$ cat src/rtl/j1_io_if.sv
// j1 core I/O bus between the CPU (master) and an I/O responder (slave).
//   io_we  : write strobe, one cycle
//   io_re  : read strobe, one cycle
//   io_ptr : access address
//   io_out : CPU write data
//   io_in  : read data back to the CPU (combinational on the slave side)
interface j1_io_if #(parameter int WIDTH = 16);
  logic             io_we;
  logic             io_re;
  logic [WIDTH-1:0] io_ptr;
  logic [WIDTH-1:0] io_out;
  logic [WIDTH-1:0] io_in;

  modport master (output io_we, io_re, io_ptr, io_out, input io_in);
  modport slave  (input io_we, io_re, io_ptr, io_out, output io_in);
endinterface

$ cat src/rtl/j1_io_responder.sv
// j1_io_responder: memory-mapped I/O block for the j1 core.
// Word registers at BASE+0..3: DATA (UART TX push / RX byte), STATUS,
// TICKS (free-running counter), LEDS. Read data is combinational because
// the core latches io_in at the next posedge.
// Ports:
//   clk, rst : system clock, asynchronous active-high reset
//   io       : j1 I/O bus (slave modport)
//   uart_rx  : serial input, asynchronous to clk
//   uart_tx  : serial output, idles high
//   leds     : LED register
// Optional: define J1_IO_LOOPBACK_EN to make STATUS[6] a loopback switch
// (RX fed from the internal TX line, uart_tx held high).
module j1_io_responder #(
  parameter int               WIDTH        = 16,
  parameter logic [WIDTH-1:0] BASE         = 16'h4000,
  parameter int               CLKS_PER_BIT = 217,
  parameter int               TXF_LOG2     = 2
) (
  input  logic       clk,
  input  logic       rst,
  j1_io_if.slave     io,
  input  logic       uart_rx,
  output logic       uart_tx,
  output logic [7:0] leds
);
  localparam int            DEPTH    = 1 << TXF_LOG2;
  localparam int            CW       = $clog2(CLKS_PER_BIT);
  localparam logic [CW-1:0] BIT_END  = CW'(CLKS_PER_BIT - 1);
  localparam logic [CW-1:0] HALF_END = CW'(CLKS_PER_BIT / 2 - 1);

  // ---------------- decode ----------------
  logic [WIDTH-1:0] off;
  logic in_win, sel_data, sel_stat, sel_led;
  logic wr_data, rd_data, wr_stat, wr_led;
  logic unused_bits;

  assign off      = io.io_ptr - BASE;
  assign in_win   = (off[WIDTH-1:2] == '0);
  assign sel_data = in_win && (off[1:0] == 2'd0);
  assign sel_stat = in_win && (off[1:0] == 2'd1);
  assign sel_led  = in_win && (off[1:0] == 2'd3);
  assign wr_data  = io.io_we && sel_data;
  assign rd_data  = io.io_re && sel_data;
  assign wr_stat  = io.io_we && sel_stat;
  assign wr_led   = io.io_we && sel_led;
  assign unused_bits = ^io.io_out;

  // ---------------- ticks / leds ----------------
  logic [WIDTH-1:0] ticks;
  always_ff @(posedge clk or posedge rst) begin
    if (rst) begin
      ticks <= '0;
      leds  <= '0;
    end else begin
      ticks <= ticks + 1'b1;
      if (wr_led) leds <= io.io_out[7:0];
    end
  end

  // ---------------- TX FIFO ----------------
  logic [7:0]          txf_mem [DEPTH];
  logic [TXF_LOG2-1:0] txf_wp, txf_rp;
  logic [TXF_LOG2:0]   txf_cnt;
  logic txf_full, txf_empty, txf_push, txf_pop;

  assign txf_full  = (txf_cnt == (TXF_LOG2+1)'(DEPTH));
  assign txf_empty = (txf_cnt == '0);
  assign txf_push  = wr_data && !txf_full;

  always_ff @(posedge clk) begin
    if (txf_push) txf_mem[txf_wp] <= io.io_out[7:0];
  end

  always_ff @(posedge clk or posedge rst) begin
    if (rst) begin
      txf_wp  <= '0;
      txf_rp  <= '0;
      txf_cnt <= '0;
    end else begin
      if (txf_push) txf_wp <= txf_wp + 1'b1;
      if (txf_pop)  txf_rp <= txf_rp + 1'b1;
      case ({txf_push, txf_pop})
        2'b10:   txf_cnt <= txf_cnt + 1'b1;
        2'b01:   txf_cnt <= txf_cnt - 1'b1;
        default: txf_cnt <= txf_cnt;
      endcase
    end
  end

  // ---------------- TX FSM ----------------
  typedef enum logic [1:0] {TX_IDLE, TX_START, TX_DATA, TX_STOP} tx_state_t;
  tx_state_t     tx_st, tx_nx;
  logic [CW-1:0] tx_cnt;
  logic [2:0]    tx_bit;
  logic [7:0]    tx_sh;
  logic          tx_tick, tx_line, tx_busy;

  assign tx_tick = (tx_cnt == BIT_END);
  assign tx_busy = !txf_empty || (tx_st != TX_IDLE);

  always_comb begin
    tx_nx   = tx_st;
    txf_pop = 1'b0;
    tx_line = 1'b1;
    case (tx_st)
      TX_IDLE:  if (!txf_empty) begin txf_pop = 1'b1; tx_nx = TX_START; end
      TX_START: begin tx_line = 1'b0; if (tx_tick) tx_nx = TX_DATA; end
      TX_DATA:  begin tx_line = tx_sh[0]; if (tx_tick && tx_bit == 3'd7) tx_nx = TX_STOP; end
      TX_STOP:  if (tx_tick) tx_nx = TX_IDLE;
      default:  tx_nx = TX_IDLE;
    endcase
  end

  always_ff @(posedge clk or posedge rst) begin
    if (rst) begin
      tx_st  <= TX_IDLE;
      tx_cnt <= '0;
      tx_bit <= '0;
      tx_sh  <= '0;
    end else begin
      tx_st  <= tx_nx;
      tx_cnt <= (tx_st == TX_IDLE || tx_tick) ? '0 : tx_cnt + 1'b1;
      if (tx_st != TX_DATA) tx_bit <= '0;
      else if (tx_tick)     tx_bit <= tx_bit + 1'b1;
      if (txf_pop)                      tx_sh <= txf_mem[txf_rp];
      else if (tx_st == TX_DATA && tx_tick) tx_sh <= {1'b0, tx_sh[7:1]};
    end
  end

  // ---------------- loopback option ----------------
  logic loopback, rx_src;
`ifdef J1_IO_LOOPBACK_EN
  always_ff @(posedge clk or posedge rst) begin
    if (rst)          loopback <= 1'b0;
    else if (wr_stat) loopback <= io.io_out[6];
  end
  assign uart_tx = loopback ? 1'b1 : tx_line;
  assign rx_src  = loopback ? tx_line : uart_rx;
`else
  assign loopback = 1'b0;
  assign uart_tx  = tx_line;
  assign rx_src   = uart_rx;
`endif

  // ---------------- RX path ----------------
  typedef enum logic [2:0] {RX_IDLE, RX_START, RX_DATA, RX_STOP, RX_WAIT} rx_state_t;
  rx_state_t     rx_st, rx_nx;
  logic [1:0]    rx_sync;
  logic [CW-1:0] rx_cnt;
  logic [2:0]    rx_bit;
  logic [7:0]    rx_sh, rx_data;
  logic          rx_s, rx_tick, rx_half, rx_done, rx_ferr_set;
  logic          rx_valid, rx_overrun, rx_frame_err, tx_drop;

  assign rx_s    = rx_sync[1];
  assign rx_tick = (rx_cnt == BIT_END);
  assign rx_half = (rx_cnt == HALF_END);

  always_comb begin
    rx_nx       = rx_st;
    rx_done     = 1'b0;
    rx_ferr_set = 1'b0;
    case (rx_st)
      RX_IDLE:  if (!rx_s) rx_nx = RX_START;
      // A start bit that is gone by mid-bit is treated as a glitch.
      RX_START: if (rx_half) rx_nx = rx_s ? RX_IDLE : RX_DATA;
      RX_DATA:  if (rx_tick && rx_bit == 3'd7) rx_nx = RX_STOP;
      RX_STOP:  if (rx_tick) begin
                  if (rx_s) begin rx_done = 1'b1; rx_nx = RX_IDLE; end
                  else begin rx_ferr_set = 1'b1; rx_nx = RX_WAIT; end
                end
      // Broken frame: don't re-arm until the line returns high.
      RX_WAIT:  if (rx_s) rx_nx = RX_IDLE;
      default:  rx_nx = RX_IDLE;
    endcase
  end

  always_ff @(posedge clk or posedge rst) begin
    if (rst) begin
      rx_sync <= 2'b11;
      rx_st   <= RX_IDLE;
      rx_cnt  <= '0;
      rx_bit  <= '0;
      rx_sh   <= '0;
    end else begin
      rx_sync <= {rx_sync[0], rx_src};
      rx_st   <= rx_nx;
      if (rx_nx != rx_st || rx_tick || rx_st == RX_IDLE || rx_st == RX_WAIT) rx_cnt <= '0;
      else rx_cnt <= rx_cnt + 1'b1;
      if (rx_st != RX_DATA) rx_bit <= '0;
      else if (rx_tick)     rx_bit <= rx_bit + 1'b1;
      if (rx_st == RX_DATA && rx_tick) rx_sh <= {rx_s, rx_sh[7:1]};
    end
  end

  // Holding register and sticky flags; a setting event beats a W1C clear.
  // A DATA read coinciding with a new byte leaves rx_valid set and is not
  // an overrun: the CPU consumed the old byte that same cycle.
  always_ff @(posedge clk or posedge rst) begin
    if (rst) begin
      rx_data      <= '0;
      rx_valid     <= 1'b0;
      rx_overrun   <= 1'b0;
      rx_frame_err <= 1'b0;
      tx_drop      <= 1'b0;
    end else begin
      if (rx_done) rx_data <= rx_sh;
      if (rx_done)      rx_valid <= 1'b1;
      else if (rd_data) rx_valid <= 1'b0;
      rx_overrun   <= (rx_done && rx_valid && !rd_data) | (rx_overrun   & ~(wr_stat & io.io_out[3]));
      rx_frame_err <= rx_ferr_set                       | (rx_frame_err & ~(wr_stat & io.io_out[4]));
      tx_drop      <= (wr_data && txf_full)             | (tx_drop      & ~(wr_stat & io.io_out[5]));
    end
  end

  // ---------------- read mux ----------------
  logic [6:0] status;
  assign status = {loopback, tx_drop, rx_frame_err, rx_overrun, tx_busy, txf_full, rx_valid};

  always_comb begin
    io.io_in = '0;
    if (in_win) begin
      case (off[1:0])
        2'd0:    io.io_in = WIDTH'(rx_data);
        2'd1:    io.io_in = WIDTH'(status);
        2'd2:    io.io_in = ticks;
        default: io.io_in = WIDTH'(leds);
      endcase
    end
  end
endmodule

$ cat src/flat_wrapper.sv
// flat-port wrapper written by rule: the top's interface ports become plain ports
module j1_io_responder_flat 
#(
  parameter int               WIDTH        = 16,
  parameter logic [WIDTH-1:0] BASE         = 16'h4000,
  parameter int               CLKS_PER_BIT = 217,
  parameter int               TXF_LOG2     = 2
)
  (clk, rst, uart_rx, uart_tx, leds, io_io_we, io_io_re, io_io_ptr, io_io_out, io_io_in);
  j1_io_if #(.WIDTH(WIDTH)) io_i ();
  input  logic clk;
  input  logic rst;
  input  logic uart_rx;
  output logic uart_tx;
  output logic [7:0] leds;
  input wire logic [$bits(io_i.io_we)-1:0] io_io_we;
  input wire logic [$bits(io_i.io_re)-1:0] io_io_re;
  input wire logic [$bits(io_i.io_ptr)-1:0] io_io_ptr;
  input wire logic [$bits(io_i.io_out)-1:0] io_io_out;
  output wire logic [$bits(io_i.io_in)-1:0] io_io_in;
  assign io_i.io_we = io_io_we;
  assign io_i.io_re = io_io_re;
  assign io_i.io_ptr = io_io_ptr;
  assign io_i.io_out = io_io_out;
  assign io_io_in = io_i.io_in;
  j1_io_responder #(.WIDTH(WIDTH), .BASE(BASE), .CLKS_PER_BIT(CLKS_PER_BIT), .TXF_LOG2(TXF_LOG2)) u_core (.clk(clk), .rst(rst), .io(io_i), .uart_rx(uart_rx), .uart_tx(uart_tx), .leds(leds));
endmodule
$ cat config.mk
export PLATFORM = sky130hd
export DESIGN_NAME = j1_io_responder_flat
export DESIGN_NICKNAME = d
export VERILOG_FILES = /design/src/rtl/j1_io_if.sv /design/src/rtl/j1_io_responder.sv /design/src/flat_wrapper.sv
export SDC_FILE = /design/constraint.sdc
export NUM_CORES = 1
export LEC_CHECK = 0
export ABC_AREA = 1
export CAP_MARGIN = 10
export CORE_AREA = 2 2 112 114
export CTS_BUF_LIST = sky130_fd_sc_hd__clkbuf_4 sky130_fd_sc_hd__clkbuf_8
export CTS_CLUSTER_SIZE = 30
export DETAILED_ROUTE_END_ITERATION = 8
export DIE_AREA = 0 0 114 116
export MAX_ROUTING_LAYER = met4
export PLACE_DENSITY = 0.75
export SLEW_MARGIN = 20
export SYNTH_ARGS = -nofsm -noshare
export SYNTH_HDL_FRONTEND = slang
export SYNTH_SLANG_ARGS = --single-unit
$ cat constraint.sdc
create_clock -name clk -period 3.3 [get_ports clk]
set_clock_uncertainty 0.05 [all_clocks]
set_input_delay 0.33 -clock clk [delete_from_list [all_inputs] [get_ports clk]]
set_output_delay 0.33 -clock clk [all_outputs]
set_load 0.02 [all_outputs]
==> flow_metrics.env, run 1 <==
export IMPL_status="completed"
export IMPL_via_count=4471
export IMPL_start_kind="input pin"
export IMPL_clock_root_buffer="clkbuf_8"
export IMPL_drt_wl_total_um=12400
export IMPL_synth_fa_ha_area_share_pct=4.14
export IMPL_crit_type="in -> out"
export IMPL_dpl_instance_area_mm2=0.00663
export IMPL_fp_coreArea_mm2=0.0119
export IMPL_wl_per_cell_um=14.4
export IMPL_syn_nets=691
export IMPL_cts_tree="done"
export IMPL_r2r_start="u_core.tx_st[1]"
export IMPL_max_freq_mhz=346
export IMPL_rsz0062_at_grt="false"
export IMPL_slew_headroom_pct=60.9
export IMPL_tns_ns=0
export IMPL_synth_seq_cells=120
export IMPL_hold_class="in -> reg"
export IMPL_hp_start="uart_rx"
export IMPL_cts_resized=0
export IMPL_rows=40
export IMPL_ir_worst_vdd_mv=0.285
export IMPL_seq_area_frac_synth_pct=53.5
export IMPL_required_ns=2.92
export IMPL_powerDensity_mw_per_mm2=430
export IMPL_synthArstFlopShare_pct=73.3
export IMPL_synth_compound_area_share_pct=6.07
export IMPL_grt_pass1_wl_um=20900
export IMPL_synth_cell_types=44
export IMPL_end_kind="output port"
export IMPL_min_period_ns=2.89
export IMPL_overflow=0
export IMPL_fin_crit_sh_pct=87.7
export IMPL_r2r_setup_slack_ns=0.93
export IMPL_crit_arrival_ns=2.51
export IMPL_nNetsFinal=760
export IMPL_ys_warn_count=0
export IMPL_syn_area_per_cell_um2=9.32
export IMPL_slew_violations=0
export IMPL_initial_core_util_pct=49.7
export IMPL_hold_end="u_core.rx_sync[0]"
export IMPL_r2r_end="u_core.txf_cnt[2]"
export IMPL_power_total_w=0.00303
export IMPL_fp_dieH_um=116
export IMPL_n_fill_cell=986
export IMPL_tightest_slew_ns=0.586
export IMPL_post_cts_buffers=0
export IMPL_die_width_um=114
export IMPL_final_hold_viol_count=0
export IMPL_p_leak_nw=3.19
export IMPL_drt_iter0_drc=208
export IMPL_whs_path_depth=1
export IMPL_r2r_cells=11
export IMPL_final_common_cell="nand2_1"
export IMPL_critPathMaxFanout=13
export IMPL_boundaryPins=62
export IMPL_synth_top_family_by_area="simple AND/OR/NAND/NOR gates"
export IMPL_cts_clk_slew_worst_paths_ns=0.07
export IMPL_fp_dieArea_mm2=0.0132
export IMPL_grt_max_degree=89
export IMPL_post_dp_hpwl_um=8890
export IMPL_portBuffers=53
export IMPL_syn_area_mm2=0.00592
export IMPL_ctsHoldBuffers=0
export IMPL_antenna_found_initial=0
export IMPL_drv_cap=0
export IMPL_cts_buffers=17
export IMPL_yosys_area_share_simple_pct=26.9
export IMPL_clk_latency_ns=0.44
export IMPL_cts_sinks=120
export IMPL_synth_mux_area_fraction_pct=0
export IMPL_synth_ff_type="dfrtp_1"
export IMPL_grt_pass1_vias=4408
export IMPL_n_antenna_cell=0
export IMPL_finalSetupViolations=0
export IMPL_syn_to_final_growth_pct=19.3
export IMPL_ant_nets=0
export IMPL_place_congestion=0.851
export IMPL_yosys_area_share_xor_xnor_pct=3.40
export IMPL_drc=0
export IMPL_layout_common_cells="nand2_1, dfrtp_1, inv_1"
export IMPL_viasPerCell=5.17
export IMPL_h_tree_depth=4
export IMPL_cts_path_max_buffers=2
export IMPL_final_area_mm2=0.00706
export IMPL_fin_util_pct=59.3
export IMPL_drive_gt1_share_pct=11.7
export IMPL_drt_pass1_iter_count=4
export IMPL_synth_edf_count=32
export IMPL_synth_cells=635
export IMPL_track_usage_pct=21.0
-- registers in the layout, indices dropped and copies added, names as in the netlist, 3 cells and up --
register        cells
u_core.txf_mem     32
u_core.ticks       16
u_core.leds         8
u_core.rx_cnt       8
u_core.rx_data      8
u_core.rx_sh        8
u_core.tx_cnt       8
u_core.tx_sh        8
u_core.rx_bit       3
u_core.rx_st        3
u_core.tx_bit       3
u_core.txf_cnt      3
-- worst max path at each step --
stage	from	end	slack, ns	depth (start not counted)
after floorplan	rst	u_core.leds[0]	0.64	1
after global placement	io_io_ptr[14]	io_io_in[2]	0.45	8
after detailed placement	io_io_ptr[14]	io_io_in[2]	0.41	8
after CTS	io_io_ptr[1]	io_io_in[5]	0.40	7
after global routing	io_io_ptr[15]	io_io_in[2]	0.27	9
final	io_io_ptr[1]	io_io_in[2]	0.41	7
-- critical path: stages --
cell and delay, ns:
clkdlybuf4s50_1 0.56, inv_1 0.14, nand2_1 0.05, inv_1 0.37
nand2_1 0.11, a31oi_1 0.28, clkdlybuf4s50_1 0.67
-- area by class of cell --
cell class | count | area [um^2] | share of cell area [%]
well taps | 147 | 184 | 2.61
repair buffers | 59 | 588 | 8.33
inverters | 78 | 297 | 4.20
flip-flops and latches | 120 | 3170 | 44.8
clock buffers | 19 | 249 | 3.53
clock inverters | 13 | 179 | 2.53
multi-input cells | 428 | 2400 | 34.0
-- report_power, final --
part | internal [W] | total, W | switching [W]
Sequential | 0.00153 | 0.00153 | 0.00000127
Clock | 0.000833 | 0.00141 | 0.000580
Combinational | 0.0000366 | 0.0000916 | 0.0000550
Total | 0.00240 | 0.00303 | 0.000636
-- kinds of logic (layout without fill, tap and decap cells) --
family                     count (synthesis)  after routing
AOI/OAI and AO/OA                         56             56
xor gates and xnor gates                  23             23
adders and majority gates                 19             19
buffers and inverters                     87            169
DFF                                      120            120
and+or+nand+nor                          330            330
-- metal layers --
layer	routed length (um)	global-route usage [%]
met3	430	4.92
met2	6270	34.0
met1	5360	24.9
met5	0	-
met4	340	10.3
-- Yosys cell counts, types with 3 or more instances --
library cell  number  area [um^2]
nand2_1          170          638
nor3b_1            4         30.0
nor3_2             4         40.0
nand4_1           12         75.1
nor2_1            49          184
xnor2_1            6         52.6
nor2_4             6         67.6
inv_1             74          278
dfrtp_1           86         2150
nor3_1            17         85.1
edfxtp_1          32          961
ha_1              18          225
buf_2              5         25.0
o21ai_0           26          130
a31oi_1            8         50.1
nand3_1           48          240
nand2_2            3         18.8
o21ai_2           10         87.6
a21oi_1            6         30.0
xor2_1            17          149
nand3_2            6         60.1
-- through the flow --
step	hold slack [ns]	setup WS (ns)	instances
final	0.239	0.407	864
after floorplan	0.284	0.645	635
after global placement	0.297	0.446	832
after CTS	0.215	0.401	864
after global routing	0.230	0.268	864
after detailed placement	0.298	0.410	832
(Power assumes the default switching activity.)
==> run 2, diff against run 1 <==
==> constraint.sdc (replaced) <==
create_clock -name clk -period 3.3 [get_ports clk]
set_clock_uncertainty 0.05 [all_clocks]
set_input_delay 0.33 -clock clk [delete_from_list [all_inputs] [get_ports clk]]
set_output_delay 0.33 -clock clk [all_outputs]
set_load 0.05 [all_outputs]
==> run 2 against run 1 <==
Compared with the run above: highest routed layer unchanged; total power up 2.9%; count of clock-buffer cells in the layout is the same; utilization is 0.22 points higher; largest power group unchanged; sequential power is essentially flat; clock power is 6% higher; combinational power up 3.2%; wire length is 1.7% higher; sequential cell count did not move; maximum frequency decreased by 1.0%; worst setup slack got worse by 0.031 ns; hold slack better by 0.0063 ns.
==> flow_metrics.env, run 2 (same netlist as run 1, synthesis figures left out) <==
export IMPL_status="completed"
export IMPL_grt_max_degree=40
export IMPL_fin_util_pct=59.5
export IMPL_critPathMaxFanout=9
export IMPL_cts_tree="done"
export IMPL_fp_coreArea_mm2=0.0119
export IMPL_ir_worst_vdd_mv=0.279
export IMPL_drt_wl_total_um=12600
export IMPL_nNetsFinal=764
export IMPL_cts_clk_slew_worst_paths_ns=0.07
export IMPL_final_common_cell="nand2_1"
export IMPL_drc=0
export IMPL_drv_cap=0
export IMPL_die_width_um=114
export IMPL_clock_root_buffer="clkbuf_8"
export IMPL_initial_core_util_pct=49.7
export IMPL_intPower_w=0.00248
export IMPL_holdWs_ns=0.245
export IMPL_clk_latency_ns=0.43
export IMPL_rsz0062_at_grt="false"
export IMPL_required_ns=2.92
export IMPL_wl_per_cell_um=14.5
export IMPL_antenna_found_initial=0
export IMPL_reg_top3="u_core.txf_mem: 32 flops, u_core.ticks: 16 flops"
export IMPL_n_antenna_cell=0
export IMPL_slew_violations=0
export IMPL_regMostFlops="u_core.txf_mem"
export IMPL_final_area_mm2=0.00709
export IMPL_cts_sinks=120
export IMPL_tns_ns=0
export IMPL_swShare_pct=20.6
export IMPL_overflow=0
export IMPL_crit_arrival_ns=2.54
export IMPL_place_congestion=0.845
export IMPL_drt_pass1_iter_count=4
export IMPL_start_kind="input pin"
export IMPL_track_usage_pct=21.5
export IMPL_drive_gt1_share_pct=13.0
export IMPL_switchingPower_w=0.000644
export IMPL_p_leak_nw=3.22
export IMPL_largest_reg_flops=32
export IMPL_post_cts_buffers=0
export IMPL_cts_buffers=17
export IMPL_min_period_ns=2.92
export IMPL_portBuffers=53
export IMPL_clockPowerShare_pct=48.0
export IMPL_finalSetupViolations=0
export IMPL_comb_power_share_pct=3.0
export IMPL_end_kind="output port"
export IMPL_tightest_slew_ns=0.679
export IMPL_viasPerCell=5.24
export IMPL_max_freq_mhz=342
export IMPL_via_count=4552
export IMPL_whs_path_depth=1
export IMPL_pre_cts_ws_ns=0.379
export IMPL_ctsHoldBuffers=0
export IMPL_fp_dieArea_mm2=0.0132
export IMPL_setup_slack_ns=0.376
export IMPL_crit_type="in -> out"
export IMPL_final_hold_viol_count=0
export IMPL_boundaryPins=62
export IMPL_seqPwrFrac_pct=49.0
export IMPL_fin_crit_sh_pct=88.6
export IMPL_rows=40
export IMPL_cts_path_max_buffers=2
export IMPL_syn_to_final_growth_pct=19.8
export IMPL_drt_iter0_drc=272
export IMPL_fp_dieH_um=116
export IMPL_grt_pass1_wl_um=21500
export IMPL_r2r_cells=11
export IMPL_r2r_setup_slack_ns=0.79
export IMPL_ant_nets=0
export IMPL_post_dp_hpwl_um=9200
export IMPL_layout_common_cells="nand2_1, dfrtp_1, inv_1"
export IMPL_hold_class="in -> reg"
export IMPL_cts_resized=0
export IMPL_h_tree_depth=4
export IMPL_powerDensity_mw_per_mm2=440
export IMPL_dpl_instance_area_mm2=0.00663
export IMPL_grt_pass1_vias=4555
export IMPL_slew_headroom_pct=54.7
## run 2: changes by cell type in the layout (fill, tap and decap cells not counted)
cell	change
buf_4	+11
clkdlybuf4s50_1	-6
buf_12	-1
bufinv_16	+1
clkinv_2	-1
clkinv_4	-1
clkinvlp_4	+1
## run 2: worst paths after layout
| kind | from | to |
|---|---|---|
| setup reg to reg | u_core.tx_st[0] | u_core.txf_cnt[2] |
| min in group asynchronous | rst | u_core.rx_cnt[2] |
| hold reg to reg | u_core.rx_sync[0] | u_core.rx_sync[1] |
| max in group asynchronous | rst | u_core.tx_sh[1] |
| hold / removal | uart_rx | u_core.rx_sync[0] |
| setup / recovery | io_io_ptr[0] | io_io_in[7] |
## run 2: per-stage QoR
stage / total power (W) / instances
detailed placement: 0.00165 / 836
global route: 0.00321 / 868
global placement: 0.00165 / 836
finish: 0.00312 / 868
floorplan: 0.00159 / 635
CTS: 0.00315 / 868
## run 2: cell type report
cell class / instances / area, um^2
clock inverters: 13 / 203
repair buffers: 63 / 591
well taps: 147 / 184
multi-input cells: 428 / 2400
flip-flops and latches: 120 / 3170
fillers: 991 / 4830
inverters: 78 / 297
clock buffers: 19 / 249
## run 2: metal layers
layer	track usage (%)	share of wire [%]	vias up
li1	-	-	2215
met1	25.6	43	2214
met2	35.7	51	102
met3	4.97	3.9	21
met4	8.78	2.0	0
met5	-	0	-
## run 2: power by group through the flow
| stage | Combinational, W | Clock (W) | Sequential, W |
|---|---|---|---|
| after floorplan | 0.0000348 | 0 | 0.00156 |
| after global placement | 0.0000936 | 0 | 0.00156 |
| after detailed placement | 0.0000957 | 0 | 0.00156 |
| after CTS | 0.0000963 | 0.00152 | 0.00153 |
| after global routing | 0.000106 | 0.00158 | 0.00153 |
| final | 0.0000945 | 0.00150 | 0.00153 |
## run 2: worst max-delay path: stages
cell             delay, ns
clkdlybuf4s50_1       0.55
inv_1                 0.12
nand2_1               0.19
inv_2                 0.22
nand2_1               0.07
a31oi_1               0.22
clkdlybuf4s50_1       0.84
==> run 3, diff against run 2 <==
--- a/config.mk
+++ b/config.mk
@@ -14,6 +14,7 @@
 export DIE_AREA = 0 0 114 116
 export MAX_ROUTING_LAYER = met4
 export PLACE_DENSITY = 0.75
+export RECOVER_POWER = 25
 export SLEW_MARGIN = 20
 export SYNTH_ARGS = -nofsm -noshare
 export SYNTH_HDL_FRONTEND = slang
==> run 3 against run 2 <==
Compared with the run above: the flow now finishes with violations (max-capacitance violations, max-slew violations); total power about the same; via count down 0.11%; worst setup slack better by 0.0028 ns; die area unchanged; count of clock-buffer cells in the layout unchanged; combinational power down 2.5%; global-route usage unchanged; final cell count unchanged; clock power about the same; critical path type unchanged; critical path depth unchanged.
==> flow_metrics.env, run 3 (same netlist as run 1, synthesis figures left out) <==
export IMPL_reg_top3="u_core.txf_mem: 32 flops, u_core.ticks: 16 flops"
export IMPL_drv_cap=1
export IMPL_setup_slack_ns=0.379
export IMPL_portBuffers=53
export IMPL_fin_cells=868
export IMPL_viasPerCell=5.24
export IMPL_cts_buffers=17
export IMPL_cts_resized=0
export IMPL_n_fill_cell=991
export IMPL_track_usage_pct=21.5
export IMPL_r2r_cells=11
export IMPL_slew_violations=40
export IMPL_boundaryPins=62
export IMPL_fp_dieArea_mm2=0.0132
export IMPL_violations="max-capacitance violations, max-slew violations"
export IMPL_ant_nets=0
export IMPL_grt_pass1_vias=4555
export IMPL_grt_pass1_wl_um=21500
export IMPL_slew_headroom_pct=-15.4
export IMPL_status="complete, but fails checks"
export IMPL_cts_clk_slew_worst_paths_ns=0.07
export IMPL_final_hold_viol_count=0
export IMPL_cts_tree="done"
export IMPL_n_antenna_cell=0
export IMPL_drive_gt1_share_pct=13.0
export IMPL_drt_iter0_drc=277
export IMPL_overflow=0
export IMPL_ir_worst_vdd_mv=0.279
export IMPL_final_common_cell="nand2_1"
export IMPL_power_total_w=0.00312
export IMPL_r2r_end="u_core.txf_cnt[2]"
export IMPL_syn_to_final_growth_pct=19.8
export IMPL_max_freq_mhz=342
export IMPL_largest_reg_flops=32
export IMPL_crit_chain="clkdlybuf4s50_1 -> inv_1 -> nand2_1 -> inv_2 -> nand2_1 -> a31oi_1 -> clkdlybuf4s50_1"
export IMPL_fp_coreArea_mm2=0.0119
export IMPL_pre_cts_ws_ns=0.379
export IMPL_slowest_stage="clkdlybuf4s50_1"
export IMPL_seq_area_mm2=0.00317
export IMPL_finalSetupViolations=0
export IMPL_antenna_found_initial=0
export IMPL_p_leak_nw=3.22
export IMPL_tightest_slew_ns=1.72
export IMPL_placed_cells=836
export IMPL_r2r_setup_slack_ns=0.79
export IMPL_h_tree_depth=4
export IMPL_whs_path_depth=0
export IMPL_via_count=4547
export IMPL_rsz0062_at_grt="false"
export IMPL_wl_per_cell_um=14.5
export IMPL_required_ns=2.92
export IMPL_hold_end="u_core.rx_sync[1]"
export IMPL_hp_start="u_core.rx_sync[0]"
export IMPL_post_dp_hpwl_um=9200
export IMPL_die_width_um=114
export IMPL_cts_path_max_buffers=2
export IMPL_fin_util_pct=59.5
export IMPL_end_kind="output port"
export IMPL_drt_pass1_iter_count=7
export IMPL_fin_crit_sh_pct=88.5
export IMPL_start_kind="input pin"
export IMPL_clock_root_buffer="clkbuf_8"
export IMPL_crit_type="in -> out"
export IMPL_rows=40
export IMPL_drt_wl_total_um=12600
export IMPL_fp_dieH_um=116
export IMPL_r2r_start="u_core.tx_st[0]"
export IMPL_min_period_ns=2.92
export IMPL_powerDensity_mw_per_mm2=440
export IMPL_regMostFlops="u_core.txf_mem"
export IMPL_grt_max_degree=40
export IMPL_cts_sinks=120
export IMPL_post_cts_buffers=0
export IMPL_initial_core_util_pct=49.7
export IMPL_clk_latency_ns=0.43
export IMPL_nNetsFinal=764
export IMPL_place_congestion=0.845
export IMPL_hold_class="reg -> reg"
export IMPL_drc=0
export IMPL_layout_common_cells="nand2_1, dfrtp_1, inv_1"
export IMPL_tns_ns=0
export IMPL_crit_arrival_ns=2.54
export IMPL_cp_slowest_stage_delay_ns=0.84
export IMPL_critPathMaxFanout=9
export IMPL_ctsHoldBuffers=0
export IMPL_multiInputGateArea_mm2=0.00240
[run 3: layout make-up]
| cell class | instances | share of cell area, % |
|---|---|---|
| Clock inverter | 13 | 2.86 |
| Clock buffer | 19 | 3.51 |
| Multi-Input combinational cell | 428 | 33.8 |
| Tap cell | 147 | 2.60 |
| Sequential cell | 120 | 44.7 |
| Timing Repair Buffer | 63 | 8.33 |
| Inverter | 78 | 4.19 |
[run 3: worst max path at each step]
stage / slack [ns] / to / cells past startpoint / from
after CTS: 0.38 / io_io_in[7] / 7 / io_io_ptr[0]
after global routing: 0.22 / io_io_in[7] / 7 / io_io_ptr[0]
final: 0.38 / io_io_in[7] / 7 / io_io_ptr[0]
after floorplan: 0.64 / u_core.leds[0] / 1 / rst
after detailed placement: 0.38 / io_io_in[7] / 7 / io_io_ptr[0]
after global placement: 0.42 / io_io_in[6] / 7 / io_io_ptr[0]
[run 3: per-stage QoR]
step | instance area [um^2] | hold slack (ns)
after floorplan | 5920 | 0.284
after global placement | 6630 | 0.298
after detailed placement | 6630 | 0.303
after CTS | 7090 | 0.216
after global routing | 7090 | 0.319
final | 7090 | 0.312
[run 3: routing by layer]
layer | global-route usage, % | vias up | share of wire (%)
met5 | - | - | 0
met4 | 8.78 | 0 | 2.0
met3 | 4.97 | 21 | 3.6
met2 | 35.7 | 97 | 51
met1 | 25.6 | 2212 | 43
li1 | - | 2217 | -
[run 3: where the power goes]
| part | switching (W) | internal [W] |
|---|---|---|
| Clock | 0.000588 | 0.000910 |
| Combinational | 0.0000564 | 0.0000357 |
| Sequential | 0.00000119 | 0.00153 |
| Total | 0.000646 | 0.00247 |
[run 3: worst max-delay path: cells and delay by family]
kind	cells	cell delay (ns)
buf+inv	4	1.73
compound gates	1	0.22
simple gates	2	0.26
